$ cat src/rtl/mult_div_unit.sv
// Iterative MIPS-style HI/LO multiply/divide unit: one shift-add or restoring
// shift-subtract step per clock on operand magnitudes, with sign fix-up at the end.
module mult_div_unit #(
  parameter int DATA_WIDTH = 32
) (
  input  logic                  i_CLK,
  input  logic                  i_RST,
  input  logic                  i_Start,
  input  logic [1:0]            i_Op,
  input  logic [DATA_WIDTH-1:0] i_SrcA,
  input  logic [DATA_WIDTH-1:0] i_SrcB,
  input  logic                  i_HiWrite,
  input  logic                  i_LoWrite,
  input  logic [DATA_WIDTH-1:0] i_WriteData,
  output logic                  o_Busy,
  output logic                  o_Done,
  output logic                  o_DivByZero,
  output logic [DATA_WIDTH-1:0] o_HI,
  output logic [DATA_WIDTH-1:0] o_LO
);

  localparam int CNT_WIDTH = $clog2(DATA_WIDTH) + 1;
  localparam logic [CNT_WIDTH-1:0] LAST_CNT = CNT_WIDTH'(DATA_WIDTH - 1);

  typedef enum logic [1:0] {
    IDLE = 2'd0,
    RUN  = 2'd1,
    FIN  = 2'd2
  } state_t;

  state_t                r_state;
  state_t                w_state_next;
  logic                  w_capture;
  logic                  w_iterate;
  logic                  w_finish;

  logic [CNT_WIDTH-1:0]  r_cnt;
  logic                  r_is_div;
  logic                  r_sign_a;
  logic                  r_sign_b;
  logic                  r_div_zero;
  logic [DATA_WIDTH-1:0] r_acc;
  logic [DATA_WIDTH-1:0] r_mq;
  logic [DATA_WIDTH-1:0] r_mcand;
  logic [DATA_WIDTH-1:0] r_hi;
  logic [DATA_WIDTH-1:0] r_lo;
  logic                  r_done;
  logic                  r_dbz;

  // Operand decode at start: signed ops are MULT (00) and DIV (10).
  logic                  w_signed_op;
  logic                  w_neg_a;
  logic                  w_neg_b;
  logic [DATA_WIDTH-1:0] w_mag_a;
  logic [DATA_WIDTH-1:0] w_mag_b;

  assign w_signed_op = ~i_Op[0];
  assign w_neg_a     = w_signed_op & i_SrcA[DATA_WIDTH-1];
  assign w_neg_b     = w_signed_op & i_SrcB[DATA_WIDTH-1];
  assign w_mag_a     = w_neg_a ? -i_SrcA : i_SrcA;
  assign w_mag_b     = w_neg_b ? -i_SrcB : i_SrcB;

  // Iteration datapath.
  logic [DATA_WIDTH:0]   w_mul_sum;
  logic [DATA_WIDTH:0]   w_mul_step;
  logic [DATA_WIDTH:0]   w_div_shift;
  logic [DATA_WIDTH+1:0] w_div_diff;
  logic                  w_div_borrow;

  assign w_mul_sum    = {1'b0, r_acc} + {1'b0, r_mcand};
  assign w_mul_step   = r_mq[0] ? w_mul_sum : {1'b0, r_acc};
  assign w_div_shift  = {r_acc, r_mq[DATA_WIDTH-1]};
  assign w_div_diff   = {1'b0, w_div_shift} - {2'b00, r_mcand};
  assign w_div_borrow = w_div_diff[DATA_WIDTH+1];

  // Sign correction applied on the FIN edge.
  logic                    w_neg_result;
  logic [2*DATA_WIDTH-1:0] w_prod;
  logic [2*DATA_WIDTH-1:0] w_prod_fixed;
  logic [DATA_WIDTH-1:0]   w_quot;
  logic [DATA_WIDTH-1:0]   w_rem;

  assign w_neg_result = r_sign_a ^ r_sign_b;
  assign w_prod       = {r_acc, r_mq};
  assign w_prod_fixed = w_neg_result ? -w_prod : w_prod;
  assign w_quot       = w_neg_result ? -r_mq : r_mq;
  // With a zero divisor the remainder register ends holding |SrcA|, so this
  // same expression reconstructs the captured dividend for HI.
  assign w_rem        = r_sign_a ? -r_acc : r_acc;

  // NOTE: sequential state uses non-blocking assignments so every register
  // samples pre-edge values regardless of block evaluation order.
  always_ff @(posedge i_CLK or posedge i_RST) begin
    if (i_RST) begin
      r_state <= IDLE;
    end else begin
      r_state <= w_state_next;
    end
  end

  // NOTE: every signal written here gets a default first, so no path can
  // leave one unassigned and infer a latch.
  always_comb begin
    w_state_next = r_state;
    w_capture    = 1'b0;
    w_iterate    = 1'b0;
    w_finish     = 1'b0;
    unique case (r_state)
      IDLE: begin
        if (i_Start) begin
          w_capture    = 1'b1;
          w_state_next = RUN;
        end
      end
      RUN: begin
        w_iterate = 1'b1;
        if (r_cnt == LAST_CNT) begin
          w_state_next = FIN;
        end
      end
      FIN: begin
        w_finish     = 1'b1;
        w_state_next = IDLE;
      end
      default: begin
        w_state_next = IDLE;
      end
    endcase
  end

  always_ff @(posedge i_CLK or posedge i_RST) begin
    if (i_RST) begin
      r_cnt  <= '0;
      r_hi   <= '0;
      r_lo   <= '0;
      r_done <= 1'b0;
      r_dbz  <= 1'b0;
    end else begin
      r_done <= w_finish;
      r_dbz  <= w_finish & r_is_div & r_div_zero;

      if (w_capture) begin
        r_cnt <= '0;
      end else if (w_iterate) begin
        r_cnt <= r_cnt + CNT_WIDTH'(1);
      end

      if (w_finish) begin
        if (r_is_div) begin
          r_hi <= w_rem;
          r_lo <= r_div_zero ? '1 : w_quot;
        end else begin
          {r_hi, r_lo} <= w_prod_fixed;
        end
      end else if (r_state == IDLE) begin
        if (i_HiWrite) begin
          r_hi <= i_WriteData;
        end
        if (i_LoWrite) begin
          r_lo <= i_WriteData;
        end
      end
    end
  end

  // NOTE: working registers carry no reset; they are always loaded on the
  // capture edge before use, and only HI/LO and control are architectural.
  always_ff @(posedge i_CLK) begin
    if (w_capture) begin
      r_is_div   <= i_Op[1];
      r_sign_a   <= w_neg_a;
      r_sign_b   <= w_neg_b;
      r_div_zero <= (i_SrcB == '0);
      r_acc      <= '0;
      r_mq       <= w_mag_a;
      r_mcand    <= w_mag_b;
    end else if (w_iterate) begin
      if (r_is_div) begin
        r_acc <= w_div_borrow ? w_div_shift[DATA_WIDTH-1:0] : w_div_diff[DATA_WIDTH-1:0];
        r_mq  <= {r_mq[DATA_WIDTH-2:0], ~w_div_borrow};
      end else begin
        r_acc <= w_mul_step[DATA_WIDTH:1];
        r_mq  <= {w_mul_step[0], r_mq[DATA_WIDTH-1:1]};
      end
    end
  end

  assign o_Busy      = (r_state != IDLE);
  assign o_Done      = r_done;
  assign o_DivByZero = r_dbz;
  assign o_HI        = r_hi;
  assign o_LO        = r_lo;

endmodule

$ cat config.mk
export PLATFORM = sky130hd
export DESIGN_NAME = mult_div_unit
export DESIGN_NICKNAME = d
export VERILOG_FILES = /design/src/rtl/mult_div_unit.sv
export SDC_FILE = /design/constraint.sdc
export NUM_CORES = 1
export LEC_CHECK = 0
export ABC_CLOCK_PERIOD_IN_PS = 5500
export BUFFER_PORTS_ARGS = -buffer_cell sky130_fd_sc_hd__buf_4
export CAP_MARGIN = 40
export CORE_MARGIN = 5
export CORE_UTILIZATION = 65
export DETAILED_ROUTE_END_ITERATION = 7
export MAX_ROUTING_LAYER = met4
export PLACE_DENSITY = 0.88
export SYNTH_ARGS = -nofsm -noshare
export SYNTH_HDL_FRONTEND = slang
export SYNTH_SLANG_ARGS = --single-unit
$ cat constraint.sdc
create_clock -name i_CLK -period 5.5 [get_ports i_CLK]
set_input_delay 1.1 -clock i_CLK [delete_from_list [all_inputs] [get_ports i_CLK]]
set_output_delay 1.1 -clock i_CLK [all_outputs]
set_load 0.05 [all_outputs]
==> impl_metrics.yaml <==
floorplanning:
  initial_utilization: 0.658
  core-area_sq_mm: 0.0218
  die_h_um: 158
  dieArea_sq_mm: 0.0251
  pin_count: 170
  die_w_um: 158
  rows: 54
detailed_routing:
  wl_mm: 48.7
  drc: 0
  vias: 14800
  drt_iter0_drc: 2098
  routedWlPerCell_um: 22.4
  ant_nets: 0
  drt_first_pass_iters: 6
  via_per_inst: 6.83
layout:
  layout.cells.non_filler: 2171
  fin_nets: 2050
  fillers: 1631
  post-route-cell-area_sq_mm: 0.0164
  area_growth_pct: 14.3
  drive_above_1_share: 0.141
  post-route-util: 0.752
logic_synthesis:
  synth.net_count: 1931
  synth_edf_count: 68
  synth_ff_type: "dfrtp_1"
  syn_inst: 1757
  ys_async_sr_fraction: 0.425
  synthesis.area_sq_mm: 0.0143
  yosysWarnings: 0
  synth_area_per_cell_sq_um: 8.15
  synth_top_area_share: 0.143
  synth_seq_area_share: 0.317
  ys_ff_latch: 174
  synth.distinct_cells: 96
  yosysTopAreaCell: "edfxtp_1"
  synthTopCellsByArea: "edfxtp_1, dfrtp_1, ha_1, a21oi_1, xnor2_1"
placement:
  dp_cells: 2136
  place_congestion: 1.03
  place_hpwl_mm: 36.7
  dp_slack_ns: 1.79
  io_buffers: 169
  dpl_cell_area_sq_mm: 0.0157
flow_run:
  cap_viol_max_count: 0
sta:
  tightest_slew_ns: 0.906
  rsz0062_at_grt: "false"
  hold_viol: 0
  fmax_ghz: 0.267
  relSlewSlack: 0.391
  post-route-period-util: 0.680
  min_period_ns: 3.74
  drv_slew: 0
  finalClockSkew_ns: 0.0133
  setup-tns-final_ns: 0
  final.setup.worst_slack_ns: 1.76
  finalSetupViolCount: 0
setup_path:
  crit_fanout: 8
  crit_path_start_kind: "register"
  worstPathCellList: "ha_1, fa_1, a211o_1, a21oi_1, o31ai_1, a21o_1, a2111oi_2, nor2_1, xnor2_1, a221oi_1, a21oi_1"
  crit_slowest_cell: "a2111oi_2"
  max_stage_delay_ns: 0.66
  path_class: "register to register"
  r2r_start: "r_acc[0]$_SDFFE_PP0P_"
  cp.required_ns: 5.83
  critical_path.most_common_cell: "a21oi_1"
  endpoint_kind: "register"
  reg2reg_depth: 11
  worstPathArrival_ns: 4.07
  regToRegEndpoint: "r_acc[23]$_SDFFE_PP0P_"
  ff2ff_setup_slack_ns: 1.76
cts:
  cts_sinks: 174
  cts_root_buffer: "clkbuf_16"
  cts_buffer_depth: 2
  clk_pin_slew_ns: 0.07
  insertion_delay_ns: 0.45
  h-tree-depth: 4
  cts_hold_buf: 0
  cts_tree: "done"
  postCtsSetupRepairBufs: 0
  cts_resized: 0
  cts_buffers: 17
grt:
  grt_pass1_vias: 14000
  grt_pass1_wl_mm: 76.8
  grt_use_total: 0.399
  overflow: 0
  antenna_found_initial: 2
  grt_max_degree: 57
min_path:
  hp-class: "register to register"
  min-delay-start: "o_LO[30]$_DFFE_PP0P_"
  whs_endpoint: "o_LO[30]$_DFFE_PP0P_"
  hold_path_depth: 2
power_and_ir_drop:
  p_per_area_mw_per_mm2: 544
  power.leakage_nw: 6.90
  ir_worst_vdd_mv: 0.270
run_status:
  status: "completed"
-- registers in the layout, indices dropped and copies added, names as in the netlist --
signal and flops:
o_HI 32, o_LO 32, r_acc 32, r_mcand 32
r_mq 32, r_cnt 6, r_state 2, o_DivByZero 1
o_Done 1, r_div_zero 1, r_is_div 1, r_sign_a 1
r_sign_b 1
-- how the worst max path moves through the flow --
stage,start,end,slack (ns),depth (start not counted)
final,r_acc[0]$_SDFFE_PP0P_,r_acc[23]$_SDFFE_PP0P_,1.76,11
after global routing,r_acc[0]$_SDFFE_PP0P_,r_acc[23]$_SDFFE_PP0P_,1.60,11
after CTS,r_acc[0]$_SDFFE_PP0P_,r_acc[23]$_SDFFE_PP0P_,1.80,11
after detailed placement,i_SrcA[4],r_mq[29]$_DFFE_PP_,1.79,10
after global placement,r_acc[0]$_SDFFE_PP0P_,r_acc[23]$_SDFFE_PP0P_,1.93,11
after floorplan,i_Start,r_mq[31]$_DFFE_PP_,2.29,5
-- cell usage after synthesis (15+ instances only) --
| cell | count |
|---|---|
| or3_1 | 21 |
| dfrtp_1 | 74 |
| nand3_1 | 28 |
| xnor2_1 | 90 |
| o21bai_1 | 15 |
| o21ai_0 | 145 |
| clkbuf_1 | 76 |
| a221oi_1 | 16 |
| o31ai_1 | 30 |
| a21o_1 | 36 |
| ha_1 | 69 |
| a31oi_1 | 37 |
| dfxtp_1 | 32 |
| nor2b_1 | 18 |
| nor2_1 | 159 |
| nor3_1 | 33 |
| nand2_1 | 188 |
| mux2i_1 | 37 |
| xor2_1 | 78 |
| a21oi_1 | 164 |
| inv_1 | 67 |
| a211oi_1 | 22 |
| nor4_1 | 21 |
| edfxtp_1 | 68 |
-- metal layers --
layer  share of wire  up-vias  global-route usage
met4           0.034        0               0.130
met2            0.44     1029               0.582
li1                -     6670                   -
met3            0.13      148              0.0959
met5               0        -                   -
met1            0.40     6976               0.552
-- worst max-delay path, delay by kind of cell (launching register included) --
kind,cells,cell delay (ns)
adder cells (fa/ha/maj),2,0.73
XOR/XNOR,1,0.16
AO/OA/AOI/OAI,7,2.18
AND/OR/NAND/NOR,1,0.14
flip-flops,1,0.42
-- power by group --
part,internal (mW),switching [mW],leakage (nW),total [mW]
Combinational,1.95,3.16,4.80,5.11
Sequential,1.82,0.707,1.80,2.53
Clock,0.646,0.617,0.295,1.26
Total,4.42,4.49,6.90,8.90
-- cell type report --
class                      instances  area [sq um]  area share
sequential                       174          4530       0.277
timing repair buffer             194          1470      0.0898
antenna                            2          5.00    0.000306
clock inverter                    13           133     0.00810
inverter                          69           260      0.0159
tap                              280           350      0.0214
clock buffer                      19           464      0.0284
multi-input combinational       1420          9150       0.559
-- layout by cell type, fill, tap and decap left out, drive strengths merged, types with 37 or more instances in the layout --
cell / instances
nor2: 161
xnor2: 90
dfrtp: 74
inv: 77
xor2: 78
edfxtp: 68
a31oi: 37
ha: 69
mux2i: 37
nand2: 189
o21ai: 154
buf: 194
a21oi: 165
-- through the flow --
step                      hold slack [ns]  total power, mW
after CTS                           0.490             8.74
after floorplan                     0.441             5.95
final                               0.487             8.90
after global routing                0.499             9.38
after detailed placement            0.474             7.45
after global placement              0.466             7.32
-- kinds of logic (layout without fill, tap and decap cells) --
kind of cell / count (synthesis) / in the layout / synth area share
mux: 41 / 41 / 0.0290
buf+inv: 163 / 295 / 0.0448
other cells: 0 / 2 / 0
simple gates: 556 / 556 / 0.186
xor+xnor: 168 / 168 / 0.103
compound gates: 584 / 584 / 0.258
flops: 174 / 174 / 0.317
fa+ha+maj: 71 / 71 / 0.0631
No activity file was read; power rests on OpenSTA's default activity.
